==> config.mk <==
export PLATFORM = sky130hd
export DESIGN_NAME = udp_multi_transmit_handler_flat
export DESIGN_NICKNAME = d
export VERILOG_FILES = /design/src/rtl/udp_transmit_pkg.sv /design/src/rtl/udp_multi_transmit_handler_if.sv /design/src/rtl/cycle_timer.sv /design/src/rtl/round_robin_arbiter.sv /design/src/rtl/udp_multi_transmit_handler.sv /design/src/flat_wrapper.sv
export SDC_FILE = /design/constraint.sdc
export NUM_CORES = 1
export LEC_CHECK = 0
export CELL_PAD_IN_SITES_DETAIL_PLACEMENT = 0
export CELL_PAD_IN_SITES_GLOBAL_PLACEMENT = 1
export CORE_AREA = 3 3 193 139
export DETAILED_ROUTE_END_ITERATION = 10
export DIE_AREA = 0 0 196 142
export HOLD_SLACK_MARGIN = 0.08
export PLACE_DENSITY_LB_ADDON = 0.1
export SLEW_MARGIN = 0
export SYNTH_ARGS = -nofsm -noshare
export SYNTH_HDL_FRONTEND = slang
export SYNTH_SLANG_ARGS = --single-unit
==> constraint.sdc <==
create_clock -name clock -period 2.4 [get_ports clock]
set_input_delay 0.36 -clock clock [delete_from_list [all_inputs] [get_ports clock]]
set_output_delay 0.36 -clock clock [all_outputs]
set_load 0.02 [all_outputs]
==> src/rtl/udp_transmit_pkg.sv <==
// Shared types and header layout for the multi-channel UDP transmit front end.
package udp_transmit_pkg;

    typedef enum logic [2:0] {
        S_IDLE,
        S_GET_HEADER,
        S_CHECK_SIZE,
        S_DRAIN,
        S_ENABLE_TRANSMIT,
        S_PUSH_UDP_DATA
    } state_t;

    typedef enum logic [1:0] {
        ERR_NONE     = 2'd0,
        ERR_RESTART  = 2'd1,
        ERR_TIMEOUT  = 2'd2,
        ERR_BAD_SIZE = 2'd3
    } err_code_t;

    localparam int HEADER_BYTES = 16;
    // Byte offsets of each field inside the big-endian header
    localparam int MAC_OFS      = 0;
    localparam int IPV4_OFS     = 6;
    localparam int UDP_DST_OFS  = 10;
    localparam int UDP_SRC_OFS  = 12;
    localparam int SIZE_OFS     = 14;

endpackage

==> src/rtl/udp_multi_transmit_handler_if.sv <==
// Upstream byte streams plus transmitter-side handshake and parsed header outputs.
interface udp_multi_transmit_handler_if #(
    parameter int NUM_CHANNELS = 4
);
    localparam int CW = $clog2(NUM_CHANNELS);

    logic [9*NUM_CHANNELS-1:0] data;
    logic [NUM_CHANNELS-1:0]   data_enable;
    logic [NUM_CHANNELS-1:0]   data_ready;
    logic                      enable;
    logic                      udp_data_enable;
    logic [47:0]               mac_destination;
    logic [31:0]               ipv4_destination;
    logic [15:0]               udp_destination;
    logic [15:0]               udp_source;
    logic [15:0]               udp_data_size;
    logic [7:0]                udp_data;
    logic                      udp_data_valid;
    logic                      transmit_valid;
    logic [CW-1:0]             active_channel;
    logic                      ready;
    logic                      error;
    logic [1:0]                error_code;

    modport slave (
        input  data, data_enable, enable, udp_data_enable,
        output data_ready, mac_destination, ipv4_destination, udp_destination,
               udp_source, udp_data_size, udp_data, udp_data_valid,
               transmit_valid, active_channel, ready, error, error_code
    );

    modport master (
        output data, data_enable, enable, udp_data_enable,
        input  data_ready, mac_destination, ipv4_destination, udp_destination,
               udp_source, udp_data_size, udp_data, udp_data_valid,
               transmit_valid, active_channel, ready, error, error_code
    );
endinterface

==> src/rtl/cycle_timer.sv <==
// Down-counting idle timer: reload on activity, expired once the count reaches zero.
module cycle_timer #(
    parameter int WIDTH = 16
) (
    input  logic             clock,
    input  logic             reset_n,
    input  logic             load,
    input  logic [WIDTH-1:0] limit,
    output logic             expired
);
    logic [WIDTH-1:0] count;

    always_ff @(posedge clock) begin
        if (!reset_n)             count <= '0;
        else if (load)            count <= limit;
        else if (count != '0)     count <= count - 1'b1;
    end

    assign expired = (count == '0);
endmodule

==> src/rtl/round_robin_arbiter.sv <==
// Picks the first requester at or after the pointer, wrapping around.
module round_robin_arbiter #(
    parameter int NUM_CHANNELS = 4,
    parameter int CW           = $clog2(NUM_CHANNELS)
) (
    input  logic [NUM_CHANNELS-1:0] request,
    input  logic [CW-1:0]           pointer,
    output logic [NUM_CHANNELS-1:0] grant,
    output logic [CW-1:0]           grant_index,
    output logic                    grant_valid
);
    int idx;

    always_comb begin
        grant       = '0;
        grant_index = '0;
        grant_valid = 1'b0;
        idx         = 0;
        for (int k = 0; k < NUM_CHANNELS; k++) begin
            idx = int'(pointer) + k;
            if (idx >= NUM_CHANNELS) idx = idx - NUM_CHANNELS;
            if (!grant_valid && request[CW'(idx)]) begin
                grant_valid        = 1'b1;
                grant[CW'(idx)]    = 1'b1;
                grant_index        = CW'(idx);
            end
        end
    end
endmodule

==> src/rtl/udp_multi_transmit_handler.sv <==
// Arbitrates framed byte channels, parses the 16-byte UDP header and streams
// the payload to the transmitter, flagging restarts, timeouts and bad sizes.
module udp_multi_transmit_handler
    import udp_transmit_pkg::*;
#(
    parameter int          NUM_CHANNELS      = 4,
    parameter logic [15:0] TIMEOUT_LIMIT     = 16'h00FF,
    parameter int          MAX_UDP_DATA_SIZE = 1472
) (
    input  logic                          clock,
    input  logic                          reset_n,
    udp_multi_transmit_handler_if.slave   bus
);
    localparam int CW = $clog2(NUM_CHANNELS);

    state_t                        state, next_state;
    logic [NUM_CHANNELS-1:0][8:0]  ch_data;
    logic [NUM_CHANNELS-1:0]       sof_vec, request, grant, active_onehot, data_ready;
    logic [CW-1:0]                 grant_index, active_channel, pointer;
    logic                          grant_valid;
    logic [8*HEADER_BYTES-1:0]     hdr;
    logic [3:0]                    byte_cnt, hdr_idx;
    logic [15:0]                   remaining, size_w;
    logic                          sof_act, en_act;
    logic [7:0]                    byte_act;
    logic                          hdr_we, pay_we, tx_start, handshake, xfer;
    logic                          err_pulse, timer_load, expired;
    err_code_t                     err_code_d;
    logic [7:0]                    udp_data_r;
    logic                          udp_data_valid_r, transmit_valid_r, ready_r, error_r;
    logic [1:0]                    error_code_r;

    assign ch_data  = bus.data;
    assign sof_act  = ch_data[active_channel][8];
    assign byte_act = ch_data[active_channel][7:0];
    assign en_act   = bus.data_enable[active_channel];
    assign size_w   = hdr[8*(HEADER_BYTES-SIZE_OFS)-1 -: 16];

    for (genvar i = 0; i < NUM_CHANNELS; i++) begin : g_sof
        assign sof_vec[i] = ch_data[i][8];
    end
    assign request = bus.data_enable & sof_vec;

    round_robin_arbiter #(.NUM_CHANNELS(NUM_CHANNELS), .CW(CW)) u_arb (
        .request     (request),
        .pointer     (pointer),
        .grant       (grant),
        .grant_index (grant_index),
        .grant_valid (grant_valid)
    );

    cycle_timer #(.WIDTH(16)) u_timer (
        .clock   (clock),
        .reset_n (reset_n),
        .load    (timer_load),
        .limit   (TIMEOUT_LIMIT),
        .expired (expired)
    );

    always_comb begin
        next_state = state;
        data_ready = '0;
        hdr_we     = 1'b0;
        hdr_idx    = byte_cnt;
        pay_we     = 1'b0;
        tx_start   = 1'b0;
        handshake  = 1'b0;
        err_pulse  = 1'b0;
        err_code_d = ERR_NONE;
        case (state)
            S_IDLE: begin
                // Stray mid-frame bytes are swallowed; start bytes wait for a grant
                data_ready = bus.data_enable & ~sof_vec;
                if (grant_valid) next_state = S_GET_HEADER;
            end
            S_GET_HEADER: begin
                data_ready = active_onehot;
                if (en_act) begin
                    hdr_we = 1'b1;
                    if (sof_act && byte_cnt != 4'd0) begin
                        hdr_idx    = 4'd0;
                        err_pulse  = 1'b1;
                        err_code_d = ERR_RESTART;
                    end else if (byte_cnt == 4'(HEADER_BYTES-1)) begin
                        next_state = S_CHECK_SIZE;
                    end
                end
            end
            S_CHECK_SIZE: begin
                if (size_w == 16'd0 || size_w > 16'(MAX_UDP_DATA_SIZE)) begin
                    err_pulse  = 1'b1;
                    err_code_d = ERR_BAD_SIZE;
                    next_state = S_DRAIN;
                end else begin
                    next_state = S_ENABLE_TRANSMIT;
                end
            end
            S_DRAIN: begin
                data_ready = active_onehot & {NUM_CHANNELS{~sof_act}};
                if (en_act && sof_act) next_state = S_IDLE;
            end
            S_ENABLE_TRANSMIT: begin
                if (bus.enable) begin
                    handshake  = 1'b1;
                    tx_start   = 1'b1;
                    next_state = S_PUSH_UDP_DATA;
                end
            end
            S_PUSH_UDP_DATA: begin
                if (en_act && sof_act) begin
                    // Truncated frame: leave the start byte for the next arbitration
                    err_pulse  = 1'b1;
                    err_code_d = ERR_RESTART;
                    next_state = S_IDLE;
                end else begin
                    data_ready = active_onehot & {NUM_CHANNELS{bus.udp_data_enable}};
                    if (en_act && bus.udp_data_enable) begin
                        pay_we = 1'b1;
                        if (remaining == 16'd1) next_state = S_IDLE;
                    end
                end
            end
            default: next_state = S_IDLE;
        endcase

        xfer       = |(data_ready & bus.data_enable);
        timer_load = (state == S_IDLE) || xfer || handshake || (next_state != state);
        // Progress in the expiry cycle wins over the timeout
        if (state != S_IDLE && expired && !timer_load) begin
            next_state = S_IDLE;
            err_pulse  = 1'b1;
            err_code_d = ERR_TIMEOUT;
        end
    end

    always_ff @(posedge clock) begin
        if (!reset_n) begin
            state            <= S_IDLE;
            pointer          <= '0;
            active_channel   <= '0;
            active_onehot    <= '0;
            byte_cnt         <= '0;
            hdr              <= '0;
            remaining        <= '0;
            udp_data_r       <= '0;
            udp_data_valid_r <= 1'b0;
            transmit_valid_r <= 1'b0;
            ready_r          <= 1'b0;
            error_r          <= 1'b0;
            error_code_r     <= '0;
        end else begin
            state            <= next_state;
            ready_r          <= (next_state == S_IDLE);
            error_r          <= err_pulse;
            transmit_valid_r <= tx_start;
            udp_data_valid_r <= pay_we;
            if (err_pulse) error_code_r <= err_code_d;
            if (state == S_IDLE && grant_valid) begin
                active_channel <= grant_index;
                active_onehot  <= grant;
                byte_cnt       <= '0;
            end
            if (hdr_we) begin
                for (int b = 0; b < HEADER_BYTES; b++)
                    if (hdr_idx == 4'(b)) hdr[8*(HEADER_BYTES-1-b) +: 8] <= byte_act;
                byte_cnt <= hdr_idx + 4'd1;
            end
            if (tx_start) remaining <= size_w;
            if (pay_we) begin
                udp_data_r <= byte_act;
                remaining  <= remaining - 16'd1;
            end
            if (state != S_IDLE && next_state == S_IDLE)
                pointer <= (active_channel == CW'(NUM_CHANNELS-1)) ? '0 : active_channel + 1'b1;
        end
    end

    assign bus.data_ready       = data_ready;
    assign bus.mac_destination  = hdr[8*(HEADER_BYTES-MAC_OFS)-1     -: 48];
    assign bus.ipv4_destination = hdr[8*(HEADER_BYTES-IPV4_OFS)-1    -: 32];
    assign bus.udp_destination  = hdr[8*(HEADER_BYTES-UDP_DST_OFS)-1 -: 16];
    assign bus.udp_source       = hdr[8*(HEADER_BYTES-UDP_SRC_OFS)-1 -: 16];
    assign bus.udp_data_size    = size_w;
    assign bus.udp_data         = udp_data_r;
    assign bus.udp_data_valid   = udp_data_valid_r;
    assign bus.transmit_valid   = transmit_valid_r;
    assign bus.active_channel   = active_channel;
    assign bus.ready            = ready_r;
    assign bus.error            = error_r;
    assign bus.error_code       = error_code_r;
endmodule
==> src/flat_wrapper.sv <==
// flat-port wrapper written by rule: the top's interface ports become plain ports
module udp_multi_transmit_handler_flat import udp_transmit_pkg::*;
#(
    parameter int          NUM_CHANNELS      = 4,
    parameter logic [15:0] TIMEOUT_LIMIT     = 16'h00FF,
    parameter int          MAX_UDP_DATA_SIZE = 1472
)
  (clock, reset_n, bus_data, bus_data_enable, bus_enable, bus_udp_data_enable, bus_data_ready, bus_mac_destination, bus_ipv4_destination, bus_udp_destination, bus_udp_source, bus_udp_data_size, bus_udp_data, bus_udp_data_valid, bus_transmit_valid, bus_active_channel, bus_ready, bus_error, bus_error_code);
  udp_multi_transmit_handler_if #(.NUM_CHANNELS(NUM_CHANNELS)) bus_i ();
  input  logic clock;
  input  logic reset_n;
  input wire logic [$bits(bus_i.data)-1:0] bus_data;
  input wire logic [$bits(bus_i.data_enable)-1:0] bus_data_enable;
  input wire logic [$bits(bus_i.enable)-1:0] bus_enable;
  input wire logic [$bits(bus_i.udp_data_enable)-1:0] bus_udp_data_enable;
  output wire logic [$bits(bus_i.data_ready)-1:0] bus_data_ready;
  output wire logic [$bits(bus_i.mac_destination)-1:0] bus_mac_destination;
  output wire logic [$bits(bus_i.ipv4_destination)-1:0] bus_ipv4_destination;
  output wire logic [$bits(bus_i.udp_destination)-1:0] bus_udp_destination;
  output wire logic [$bits(bus_i.udp_source)-1:0] bus_udp_source;
  output wire logic [$bits(bus_i.udp_data_size)-1:0] bus_udp_data_size;
  output wire logic [$bits(bus_i.udp_data)-1:0] bus_udp_data;
  output wire logic [$bits(bus_i.udp_data_valid)-1:0] bus_udp_data_valid;
  output wire logic [$bits(bus_i.transmit_valid)-1:0] bus_transmit_valid;
  output wire logic [$bits(bus_i.active_channel)-1:0] bus_active_channel;
  output wire logic [$bits(bus_i.ready)-1:0] bus_ready;
  output wire logic [$bits(bus_i.error)-1:0] bus_error;
  output wire logic [$bits(bus_i.error_code)-1:0] bus_error_code;
  assign bus_i.data = bus_data;
  assign bus_i.data_enable = bus_data_enable;
  assign bus_i.enable = bus_enable;
  assign bus_i.udp_data_enable = bus_udp_data_enable;
  assign bus_data_ready = bus_i.data_ready;
  assign bus_mac_destination = bus_i.mac_destination;
  assign bus_ipv4_destination = bus_i.ipv4_destination;
  assign bus_udp_destination = bus_i.udp_destination;
  assign bus_udp_source = bus_i.udp_source;
  assign bus_udp_data_size = bus_i.udp_data_size;
  assign bus_udp_data = bus_i.udp_data;
  assign bus_udp_data_valid = bus_i.udp_data_valid;
  assign bus_transmit_valid = bus_i.transmit_valid;
  assign bus_active_channel = bus_i.active_channel;
  assign bus_ready = bus_i.ready;
  assign bus_error = bus_i.error;
  assign bus_error_code = bus_i.error_code;
  udp_multi_transmit_handler #(.NUM_CHANNELS(NUM_CHANNELS), .TIMEOUT_LIMIT(TIMEOUT_LIMIT), .MAX_UDP_DATA_SIZE(MAX_UDP_DATA_SIZE)) u_core (.clock(clock), .reset_n(reset_n), .bus(bus_i));
endmodule
==> results of run 1 <==
==> path summary, 6_finish.rpt <==
path                                     start                end  slack (ns)  cells after the start
hold / removal                  u_core.hdr[30]     u_core.hdr[30]        0.45                      2
setup reg to reg  u_core.bus.active_channel[1]  u_core.pointer[1]       -0.07                      9
setup / recovery  u_core.bus.active_channel[1]  bus_data_ready[3]       -0.13                      7
hold reg to reg                 u_core.hdr[30]     u_core.hdr[30]        0.45                      2
==> cells by family after synthesis <==
logic type / Yosys count / share of synthesized area
compound gates: 210 / 0.1531
xor+xnor: 13 / 0.01342
fa+ha+maj: 16 / 0.02360
buf+inv: 75 / 0.03422
flops: 189 / 0.4460
mux: 69 / 0.09764
simple gates: 426 / 0.2320
==> worst max-delay path, stage by stage, from the launching register on <==
cell and delay, ns:
dfxtp_4 0.37, mux4_2 0.56, buf_6 0.15, a21o_1 0.17
o31ai_4 0.06, buf_6 0.15, a22o_1 0.16, buf_6 0.12
==> flip-flops by register name, summed over array words and instances (netlist names) <==
| register | flops |
|---|---|
| u_core.pointer | 2 |
| u_core.byte_cnt | 4 |
| u_core.bus.active_channel | 2 |
| u_core.active_onehot | 4 |
| u_core.u_timer.count | 16 |
| u_core.bus.ready | 1 |
| u_core.remaining | 16 |
| u_core.hdr | 128 |
| u_core.state | 3 |
| u_core.bus.error_code | 2 |
| u_core.bus.udp_data | 8 |
| u_core.bus.transmit_valid | 1 |
| u_core.bus.udp_data_valid | 1 |
| u_core.bus.error | 1 |
==> placed cells by master, fill, tap and decap left out, types with 12 or more instances in the layout <==
cell	Yosys	routed
nor3_1	13	12
clkbuf_16	0	17
buf_4	2	122
nand3_1	61	59
nor2_1	105	94
clkdlybuf4s50_1	0	187
a21oi_1	117	108
buf_12	0	12
mux2i_1	58	58
ha_1	16	12
o21ai_0	22	19
dfxtp_1	189	188
nand2_1	177	163
==> cell usage after synthesis (3+ instances only) <==
master,number,area share
dfxtp_1,189,0.45
nand2_1,177,0.078
a21oi_1,117,0.069
nor2_1,105,0.046
nand3_1,61,0.036
mux2i_1,58,0.068
clkbuf_1,55,0.024
o21ai_0,22,0.013
ha_1,16,0.024
inv_1,13,0.0058
nor3_1,13,0.0077
a31oi_1,12,0.0088
nor4_1,12,0.0088
mux4_2,11,0.029
and2_1,9,0.0066
nand2b_1,8,0.0059
o21a_1,8,0.0071
a221oi_1,7,0.0072
xor2_1,7,0.0072
o211ai_1,6,0.0053
or3_1,6,0.0044
xnor2_1,6,0.0062
nand2_2,5,0.0037
a32oi_1,4,0.0041
and3_1,4,0.0029
nor2b_1,4,0.0029
o311ai_0,4,0.0041
buf_1,3,0.0013
nand4_1,3,0.0022
o21ai_1,3,0.0018
==> layer usage <==
metal / track usage / share of wire / vias up
met5: 0 / 0 / -
li1: - / - / 4093
met1: 0.3083 / 0.51 / 3937
met2: 0.3029 / 0.43 / 197
met3: 0.04330 / 0.053 / 18
met4: 0.04199 / 0.0082 / 0
==> final cells by class <==
| type | instances | area (um^2) |
|---|---|---|
| clock buffers | 18 | 429.2 |
| clock inverters | 13 | 188.9 |
| fillers | 2426 | 12370 |
| inverters | 14 | 55.05 |
| multi-input cells | 734 | 4848 |
| flip-flops and latches | 189 | 3787 |
| well taps | 331 | 414.1 |
| repair buffers | 333 | 3167 |
==> per-stage QoR <==
step	hold slack [ns]	worst slack [ns]	area, um^2	std cells	utilization
global placement	0.4380	-0.7210	11640	1583	0.4608
CTS	0.4530	-0.1888	12540	1624	0.4965
global route	0.4729	-0.2193	12890	1632	0.5103
finish	0.4528	-0.1315	12890	1632	0.5103
detailed placement	0.4439	-0.7187	11640	1583	0.4608
floorplan	0.4696	0.005400	8504	998	-
==> power by group through the flow <==
stage          Sequential (mW)  Clock [mW]  Combinational, mW
2_1_floorplan             3.44           0               1.17
3_3_place_gp              3.40           0               2.35
3_5_place_dp              3.40           0               2.34
4_1_cts                   3.33        3.12               2.51
5_1_grt                   3.35        3.25               2.83
6_report                  3.33        3.04               2.62
==> timing repair <==
item                       CTS  global route
pin swaps                   21            28
gates resized for setup     67            64
setup endpoints to repair  157           146
buffers inserted            11             8
==> metrics.md, run 1 <==
| Metric | Value |
|---|---|
| Status | finished, violations left |
| Failing checks | setup timing |
| CTS Root Buffer Type | clkbuf_16 |
| Max Cap Viol | 0 |
| Initial Util | 0.3358 |
| Clock buffer depth | 2 |
| Top FF cell, synth | dfxtp_1 |
| DRC violations left | 0 |
| Class of the worst hold path | reg -> reg |
| Antenna Nets Post-Route | 0 |
| WS Path Type | reg -> out |
| Clock share of power | 0.338 |
| Sw Ratio | 0.3200 |
| Fin crit share | 1.055 |
| Clk_skew | 0.01294 ns |
| CP endpoint kind | primary output |
| Clock sinks | 189 |
| WL per Instance | 17.74 um |
| CTS tree | done |
| CP Max Fanout | 5 |
| RSZ-0062 raised after global routing | yes |
| Slew margin rel. | 0.5648 |
| Yosys cell types | 67 |
| Fmax | 395.0 MHz |
| Vias in the first global route | 7852 |
| PnR worst setup slack | -0.1315 ns |
| Post-Syn Area per Cell | 8.500 um^2 |
| P_sw | 2.878 mW |
| Port-buffer cells | 191 |
| Peak VDD IR | 0.6533 mV |
| H-tree levels | 4 |
| Die footprint | 27830 um^2 |
| Post-synth EDFFs | 0 |
| Core region area | 25260 um^2 |
| Slew @ Worst Pin | 0.6527 ns |
| Lkg Pwr | 5.066 nW |
| Time the worst path needs with I/O delays and setup | 2.532 ns |
| Net count, final | 1349 |
| Int Pwr | 6.116 mW |
| Total clock buffers created by CTS | 17 |
| Share of layout cells above drive strength 1 | 0.2106 |
| Slew Limit Fails | 0 |
| Routability cong. | 0.8548 |
| P per Cell Area | 697.7 nW/um^2 |
| Synth async-reset ratio | 0 |
| Area growth from synthesis to layout | 51.95% |
| Post-synthesis sequential element count | 189 |
| Initial antenna violation count | 0 |
| Rows | 49 |
| Setup TNS | -0.7969 ns |
| Congestion Overflow GR | 0 |
| Sequential fraction of the synthesis area | 0.4460 |
| Ports | 192 |
| Cell Area, Synth | 8483 um^2 |
| Router iterations before antenna repair | 6 |
| Dpl hpwl | 20.14 mm |
| Via count | 8245 |
| Cts hold-fix bufs | 0 |
| # diodes | 0 |
| Final setup vio count | 17 |
| Clock Pin Slew Worst Setup and Hold Paths | 0.07 ns |
| Largest net degree at the start of global routing | 92 |
| Sequential power share | 0.371 |
| Worst path required time | 2.04 ns |
| Post-Syn Nets | 1058 |
| Total power | 8.994 mW |
| Worst-skew pair later-pin latency | 0.44 ns |
| Starting DRT DRC Count | 526 |
| Final hold vios | 0 |
| GRT Resource Usage Total | 0.2048 |
| WL final | 28.95 mm |
| Die height | 142 um |
| Vias per cell | 5.052 |
| Die width | 196 um |
| Startpoint Class | flip-flop |
| Worst EP arrival | 2.17 ns |
| Combinational Power Share | 0.291 |
| Cells after Synth | 998 |
| First-pass GRT wire length | 45.11 mm |
| Total number of yosys warnings | 0 |
No activity file was read; power rests on OpenSTA's default activity.
==> run 2: changes to the inputs <==
--- a/config.mk
+++ b/config.mk
@@ -5,13 +5,11 @@
 export SDC_FILE = /design/constraint.sdc
 export NUM_CORES = 1
 export LEC_CHECK = 0
-export CELL_PAD_IN_SITES_DETAIL_PLACEMENT = 0
-export CELL_PAD_IN_SITES_GLOBAL_PLACEMENT = 1
-export CORE_AREA = 3 3 193 139
+export CORE_AREA = 3 3 172 124
 export DETAILED_ROUTE_END_ITERATION = 10
-export DIE_AREA = 0 0 196 142
+export DIE_AREA = 0 0 175 127
 export HOLD_SLACK_MARGIN = 0.08
-export PLACE_DENSITY_LB_ADDON = 0.1
+export PLACE_DENSITY = 0.72
 export SLEW_MARGIN = 0
 export SYNTH_ARGS = -nofsm -noshare
 export SYNTH_HDL_FRONTEND = slang
==> constraint.sdc (replaced) <==
create_clock -name clock -period 2.4 [get_ports clock]
set_input_delay 0.48 -clock clock [delete_from_list [all_inputs] [get_ports clock]]
set_output_delay 0.48 -clock clock [all_outputs]
set_load 0.02 [all_outputs]
==> run 2 against run 1 <==
Against the previous run: the flow still finishes with violations (setup timing); maximum frequency fell by 3.5%; clock skew rose by 0.0015 ns; sequential share of layout area fell by 0.61 points; largest power group unchanged.
==> metrics.md, run 2 (synthesized netlist as in run 1, its figures left out) <==
| Metric | Value |
|---|---|
| Number of fill cells | 1590 (was 2426) |
| Area growth from synthesis to layout | 55.28% (was 51.95%) |
| Via count | 8652 (was 8245) |
| # diodes | 0 (unchanged) |
| Class of the worst hold path | reg -> reg (unchanged) |
| H-tree levels | 4 (unchanged) |
| Peak VDD IR | 0.5052 mV (was 0.6533 mV) |
| Cell family with most CP delay | multiplexers (unchanged) |
| Lkg Pwr | 5.035 nW (was 5.066 nW) |
| Status | finished, violations left (unchanged) |
| Worst EP arrival | 2.14 ns (was 2.17 ns) |
| Biggest regs | u_core.hdr: 128 flops, u_core.remaining: 16 flops, u_core.u_timer.count: 16 flops (unchanged) |
| First-pass GRT wire length | 41.85 mm (was 45.11 mm) |
| CP max stage cell | mux4_2 (unchanged) |
| Clk_skew | 0.01442 ns (was 0.01294 ns) |
| Slew margin rel. | 0.5093 (was 0.5648) |
| Most common cell after layout, fill and taps aside | dfxtp_1 (unchanged) |
| Time the worst path needs with I/O delays and setup | 2.622 ns (was 2.532 ns) |
| Setup TNS | -2.894 ns (was -0.7969 ns) |
| Worst-skew pair later-pin latency | 0.44 ns (about the same) |
| Clock sinks | 189 (unchanged) |
| Cell Chain, Critical Path | mux4_2, buf_6, a21o_1, o31ai_4, buf_6, a22o_1, buf_6 (unchanged) |
| Top reg by flops | u_core.hdr (unchanged) |
| Vias per cell | 5.528 (was 5.052) |
| Max Cap Viol | 0 (unchanged) |
| Failing checks | setup timing (unchanged) |
| Congestion Overflow GR | 0 (unchanged) |
| Initial Util | 0.4308 (was 0.3358) |
| Antenna Nets Post-Route | 0 (unchanged) |
| WL per Instance | 18.00 um (was 17.74 um) |
| DRC violations left | 0 (unchanged) |
| Net count, final | 1342 (was 1349) |
| CTS Root Buffer Type | clkbuf_16 (unchanged) |
| Cts hold-fix bufs | 0 (unchanged) |
| Total clock buffers created by CTS | 17 (unchanged) |
| Dpl hpwl | 18.87 mm (was 20.14 mm) |
| P per Cell Area | 678.8 nW/um^2 (was 697.7 nW/um^2) |
| Most numerous cell on the critical path | buf_6 (unchanged) |
| Fmax | 381.3 MHz (was 395.0 MHz) |
| Die footprint | 22230 um^2 (was 27830 um^2) |
| Clock buffer depth | 2 (unchanged) |
| Routability cong. | 0.8753 (was 0.8548) |
| CP max stage delay | 0.55 ns (was 0.56 ns) |
| WL final | 28.18 mm (was 28.95 mm) |
| Most frequent cells in the layout | dfxtp_1 (186), clkdlybuf4s50_1 (179), nand2_1 (141), nor2_1 (97), buf_4 (97) (was dfxtp_1 (188), clkdlybuf4s50_1 (187), nand2_1 (163), buf_4 (122), a21oi_1 (108)) |
| Core region area | 19690 um^2 (was 25260 um^2) |
| CTS tree | done (unchanged) |
| CP endpoint kind | primary output (unchanged) |
| Critical path buffers and inverters | 3 (unchanged) |
| Die width | 175 um (was 196 um) |
| RSZ-0062 raised after global routing | yes (unchanged) |
| Final hold vios | 0 (unchanged) |
| Slew @ Worst Pin | 0.7360 ns (was 0.6527 ns) |
| WS Path Type | reg -> out (unchanged) |
| Post-DP Area | 11440 um^2 (was 11640 um^2) |
| Ports | 192 (unchanged) |
| Die height | 127 um (was 142 um) |
| GRT Resource Usage Total | 0.2325 (was 0.2048) |
| PnR worst setup slack | -0.2225 ns (was -0.1315 ns) |
| Rows | 43 (was 49) |
| Largest net degree at the start of global routing | 67 (was 92) |
| Fin crit share | 1.093 (was 1.055) |
| CP Max Fanout | 5 (unchanged) |
| Router iterations before antenna repair | 5 (was 6) |
| Worst path required time | 1.92 ns (was 2.04 ns) |
| Startpoint Class | flip-flop (unchanged) |
| Vias in the first global route | 7900 (was 7852) |
| Port-buffer cells | 191 (unchanged) |
| Final setup vio count | 60 (was 17) |
| Slew Limit Fails | 0 (unchanged) |
| Final instance area | 13170 um^2 (was 12890 um^2) |
| Initial antenna violation count | 0 (unchanged) |
| Share of layout cells above drive strength 1 | 0.2625 (was 0.2106) |
| Max reg flops | 128 (unchanged) |
| Starting DRT DRC Count | 723 (was 526) |
| Clock Pin Slew Worst Setup and Hold Paths | 0.07 ns (about the same) |
==> run 2: cell count changes in the layout (fill, tap and decap cells not counted), moves of 9 or more <==
cell     before  now
a21oi_2       9   37
nand3_1      59   42
buf_4       122   97
nand2_2       7   27
nand3_2       2   11
a21oi_1     108   80
buf_6        11   28
nand2_1     163  141
==> run 2: cell type report <==
class,count,area (um^2),area share
clock inverters,15,186.4,0.01415
repair buffers,326,3196,0.2426
multi-input cells,734,5182,0.3934
well taps,270,337.8,0.02565
clock buffers,17,425.4,0.03229
flip-flops and latches,189,3790,0.2877
inverters,14,55.05,0.004179
==> run 2: repair_timing <==
action                                  CTS  global route
pin swaps                                14            88
hold endpoints to repair                  0             0
buffers inserted                          8            12
cloned                                    0             5
endpoints found under the setup margin  157           146
gates resized for setup                  79           167
==> run 2: metal layers <==
metal	wire length (um)	global-route usage	vias up
met4	459	0.05485	0
met2	12730	0.3489	320
met5	0	0	-
met3	1736	0.04664	43
li1	-	-	4094
met1	13250	0.3448	4195
==> run 2: path summary, 6_finish.rpt <==
path         slack, ns                          from  depth (start not counted)                 to
min               0.46                u_core.hdr[88]                          2     u_core.hdr[88]
max              -0.22  u_core.bus.active_channel[1]                          7  bus_data_ready[0]
max reg2reg      -0.09  u_core.bus.active_channel[1]                         12     u_core.hdr[91]
min reg2reg       0.46                u_core.hdr[88]                          2     u_core.hdr[88]
==> run 2: where the power goes <==
part           internal (mW)  switching [mW]  leakage, nW  total (mW)
registers               3.24           0.124         1.53        3.36
clock network           1.50            1.40        0.295        2.90
logic                   1.15            1.53         3.21        2.68
==> run 2: worst register-to-register path: cells and delay by family, from the launching register on <==
family / cells / cell delay (ns)
buffers and inverters: 7 / 1.00
AO/OA/AOI/OAI: 1 / 0.18
flip-flops: 1 / 0.36
multiplexers: 1 / 0.46
AND/OR/NAND/NOR: 3 / 0.43
==> run 2: per-stage QoR <==
stage	worst slack [ns]	instances	hold slack (ns)	util	power, mW
floorplan	0.005400	998	0.4696	-	4.605
global placement	-0.7911	1511	0.4407	0.5811	5.661
detailed placement	-0.8063	1511	0.4458	0.5811	5.686
CTS	-0.2215	1551	0.4559	0.6261	8.690
global route	-0.2841	1565	0.4740	0.6690	9.276
finish	-0.2225	1565	0.4551	0.6690	8.941
==> run 3: changes to the inputs <==
--- a/config.mk
+++ b/config.mk
@@ -10,6 +10,7 @@
 export DIE_AREA = 0 0 175 127
 export HOLD_SLACK_MARGIN = 0.08
 export PLACE_DENSITY = 0.72
+export RECOVER_POWER = 100
 export SLEW_MARGIN = 0
 export SYNTH_ARGS = -nofsm -noshare
 export SYNTH_HDL_FRONTEND = slang
==> run 3 against run 2 <==
Against the previous run: the run still ends with setup timing left; clock-buffer cell count unchanged; clock skew is essentially flat; routed wire length fell by 0.45%; critical endpoint unchanged.
==> metrics.md, run 3 (synthesized netlist as in run 1, its figures left out) <==
| Metric | Value |
|---|---|
| Status | finished, violations left (unchanged) |
| Failing checks | setup timing (unchanged) |
| P per Cell Area | 676.1 nW/um^2 (was 678.8 nW/um^2) |
| Vias per cell | 5.525 (was 5.528) |
| Worst path required time | 1.92 ns (about the same) |
| GRT Resource Usage Total | 0.2325 (unchanged) |
| Max reg flops | 128 (unchanged) |
| CTS Root Buffer Type | clkbuf_16 (unchanged) |
| Biggest regs | u_core.hdr: 128 flops, u_core.remaining: 16 flops, u_core.u_timer.count: 16 flops (unchanged) |
| RSZ-0062 raised after global routing | yes (unchanged) |
| Die height | 127 um (unchanged) |
| PnR worst setup slack | -0.2169 ns (was -0.2225 ns) |
| Clock share of power | 0.325 (about the same) |
| Critical path buffers and inverters | 3 (unchanged) |
| Time the worst path needs with I/O delays and setup | 2.617 ns (was 2.622 ns) |
| Core region area | 19690 um^2 (unchanged) |
| CP endpoint | bus_data_ready[0] (unchanged) |
| Cell Chain, Critical Path | mux4_2, buf_6, a21o_1, o31ai_4, buf_6, a22o_1, buf_6 (unchanged) |
| Initial antenna violation count | 0 (unchanged) |
| First-pass GRT wire length | 41.85 mm (unchanged) |
| # diodes | 0 (unchanged) |
| Max Cap Viol | 0 (unchanged) |
| DRC violations left | 0 (unchanged) |
| Share of layout cells above drive strength 1 | 0.2602 (was 0.2625) |
| CP endpoint kind | primary output (unchanged) |
| Ports | 192 (unchanged) |
| Slew Limit Fails | 0 (unchanged) |
| WS Path Type | reg -> out (unchanged) |
| Final core utilization | 0.6682 (was 0.6690) |
| Rows | 43 (unchanged) |
| Cell family with most CP delay | multiplexers (unchanged) |
| Dpl hpwl | 18.87 mm (unchanged) |
| Met3 WL | 1.892 mm (was 1.736 mm) |
| Metal-1 WL | 13.02 mm (was 13.25 mm) |
| Clk_skew | 0.01405 ns (was 0.01442 ns) |
| Startpoint Class | flip-flop (unchanged) |
| Int Pwr | 5.865 mW (was 5.891 mW) |
| CTS tree | done (unchanged) |
| Multi-input gate area | 5182 um^2 (unchanged) |
| Worst-skew pair later-pin latency | 0.44 ns (about the same) |
| Met2 wire length | 12.71 mm (was 12.73 mm) |
| Final hold vios | 0 (unchanged) |
| Routability cong. | 0.8753 (unchanged) |
| Worst EP arrival | 2.14 ns (about the same) |
| WL final | 28.05 mm (was 28.18 mm) |
| Clock buffer depth | 2 (unchanged) |
| Via count | 8646 (was 8652) |
| Clock sinks | 189 (unchanged) |
| Number of fill cells | 1594 (was 1590) |
| CP Launch Point | u_core.bus.active_channel[1] (unchanged) |
| Sw Ratio | 0.3406 (was 0.3412) |
| Total clock buffers created by CTS | 17 (unchanged) |
| Clock Pin Slew Worst Setup and Hold Paths | 0.07 ns (about the same) |
| Top layer in use | met4 (unchanged) |
| Slew @ Worst Pin | 0.7380 ns (was 0.7360 ns) |
| Die width | 175 um (unchanged) |
| Worst R2R Start | u_core.bus.active_channel[1] (unchanged) |
| Starting DRT DRC Count | 729 (was 723) |
| Worst R2R End | u_core.hdr[91] (unchanged) |
| FF+latch area | 3789 um^2 (was 3790 um^2) |
| CP Max Fanout | 5 (unchanged) |
| Fmax | 382.1 MHz (was 381.3 MHz) |
| P_sw | 3.030 mW (was 3.051 mW) |
| Congestion Overflow GR | 0 (unchanged) |
| CP max stage cell | mux4_2 (unchanged) |
| Top reg by flops | u_core.hdr (unchanged) |
| Worst hold slack | 0.4522 ns (was 0.4551 ns) |
| Largest net degree at the start of global routing | 67 (unchanged) |
| Class of the worst hold path | reg -> reg (unchanged) |
| H-tree levels | 4 (unchanged) |
| Area growth from synthesis to layout | 55.10% (was 55.28%) |
| Router iterations before antenna repair | 5 (unchanged) |
| Vias in the first global route | 7900 (unchanged) |
| WL per Instance | 17.92 um (was 18.00 um) |
| Worst reg-to-reg path cell count | 12 (unchanged) |
| Combinational Power Share | 0.298 (was 0.299) |
| Slew margin rel. | 0.5080 (was 0.5093) |
| Most common cell after layout, fill and taps aside | dfxtp_1 (unchanged) |
| Sequential power share | 0.378 (was 0.376) |
| Die footprint | 22230 um^2 (unchanged) |
| Lkg Pwr | 5.533 nW (was 5.035 nW) |
| Pre-CTS WS | -0.8063 ns (unchanged) |
| Final setup vio count | 66 (was 60) |
| Port-buffer cells | 191 (unchanged) |
| CP max stage delay | 0.55 ns (about the same) |
| Initial Util | 0.4308 (unchanged) |
| Most frequent cells in the layout | dfxtp_1 (187), dlygate4sd3_1 (143), nand2_1 (141), nor2_1 (97), buf_4 (95) (was dfxtp_1 (186), clkdlybuf4s50_1 (179), nand2_1 (141), nor2_1 (97), buf_4 (97)) |
| Most numerous cell on the critical path | buf_6 (unchanged) |
| Antenna Nets Post-Route | 0 (unchanged) |
| Fin crit share | 1.090 (was 1.093) |
| Critical Path Stages | 7 (unchanged) |
| Worst reg-to-reg setup slack | -0.09 ns (about the same) |
| Peak VDD IR | 0.5015 mV (was 0.5052 mV) |
| Net count, final | 1342 (unchanged) |
-- run 3: changes by cell type in the layout (fill, tap and decap cells not counted), sizes merged --
cell           change
clkdlybuf4s50    -143
dlygate4sd3      +143
buf                -3
clkbuf             +3
-- run 3: layout make-up --
| type | instances | area share |
|---|---|---|
| clock inverters | 15 | 0.01417 |
| clock buffers | 17 | 0.03233 |
| inverters | 14 | 0.004184 |
| flip-flops and latches | 189 | 0.2879 |
| repair buffers | 326 | 0.2418 |
| multi-input cells | 734 | 0.3939 |
| well taps | 270 | 0.02568 |
-- run 3: worst reg2reg max path, delay by kind of cell (launching register included) --
kind / cells / cell delay, ns
buffers and inverters: 7 / 0.98
DFF: 1 / 0.36
AOI/OAI and AO/OA: 1 / 0.18
and+or+nand+nor: 3 / 0.43
muxes: 1 / 0.45
-- run 3: layer usage --
layer / up-vias / GRT usage
li1: 4093 / -
met1: 4175 / 0.3448
met2: 336 / 0.3489
met3: 42 / 0.04664
met4: 0 / 0.05485
met5: - / 0
-- run 3: stage by stage --
stage / power [mW] / instances / TNS (ns) / area (um^2)
floorplan: 4.605 / 998 / 0 / 8504
global placement: 5.661 / 1511 / -90.53 / 11440
detailed placement: 5.686 / 1511 / -99.50 / 11440
CTS: 8.690 / 1551 / -0.9262 / 12330
global route: 9.248 / 1565 / -14.59 / 13160
finish: 8.895 / 1565 / -2.985 / 13160
-- run 3: worst min-delay path by stage --
stage / start / endpoint / cells past startpoint
5_1_grt: u_core.hdr[88] / u_core.hdr[88] / 2
2_1_floorplan: u_core.remaining[8] / u_core.remaining[8] / 2
3_3_place_gp: u_core.hdr[17] / u_core.hdr[17] / 2
4_1_cts: u_core.hdr[88] / u_core.hdr[88] / 2
6_report: u_core.hdr[88] / u_core.hdr[88] / 2
3_5_place_dp: u_core.bus.udp_data[6] / u_core.bus.udp_data[6] / 2
-- run 3: timing repair --
item | CTS | global route
endpoints found under the setup margin | 157 | 146
gates cloned | 0 | 5
gates resized for setup | 79 | 167
hold buffers | 0 | 0
buffers inserted | 8 | 12
hold endpoints to repair | 0 | 0
pin swaps | 14 | 88
-- run 3: power groups by stage --
stage / sequential [mW] / combinational (mW) / clock [mW]
2_1_floorplan: 3.44 / 1.17 / 0
3_3_place_gp: 3.42 / 2.24 / 0
3_5_place_dp: 3.42 / 2.26 / 0
4_1_cts: 3.35 / 2.41 / 2.92
5_1_grt: 3.37 / 2.80 / 3.08
6_report: 3.36 / 2.65 / 2.89
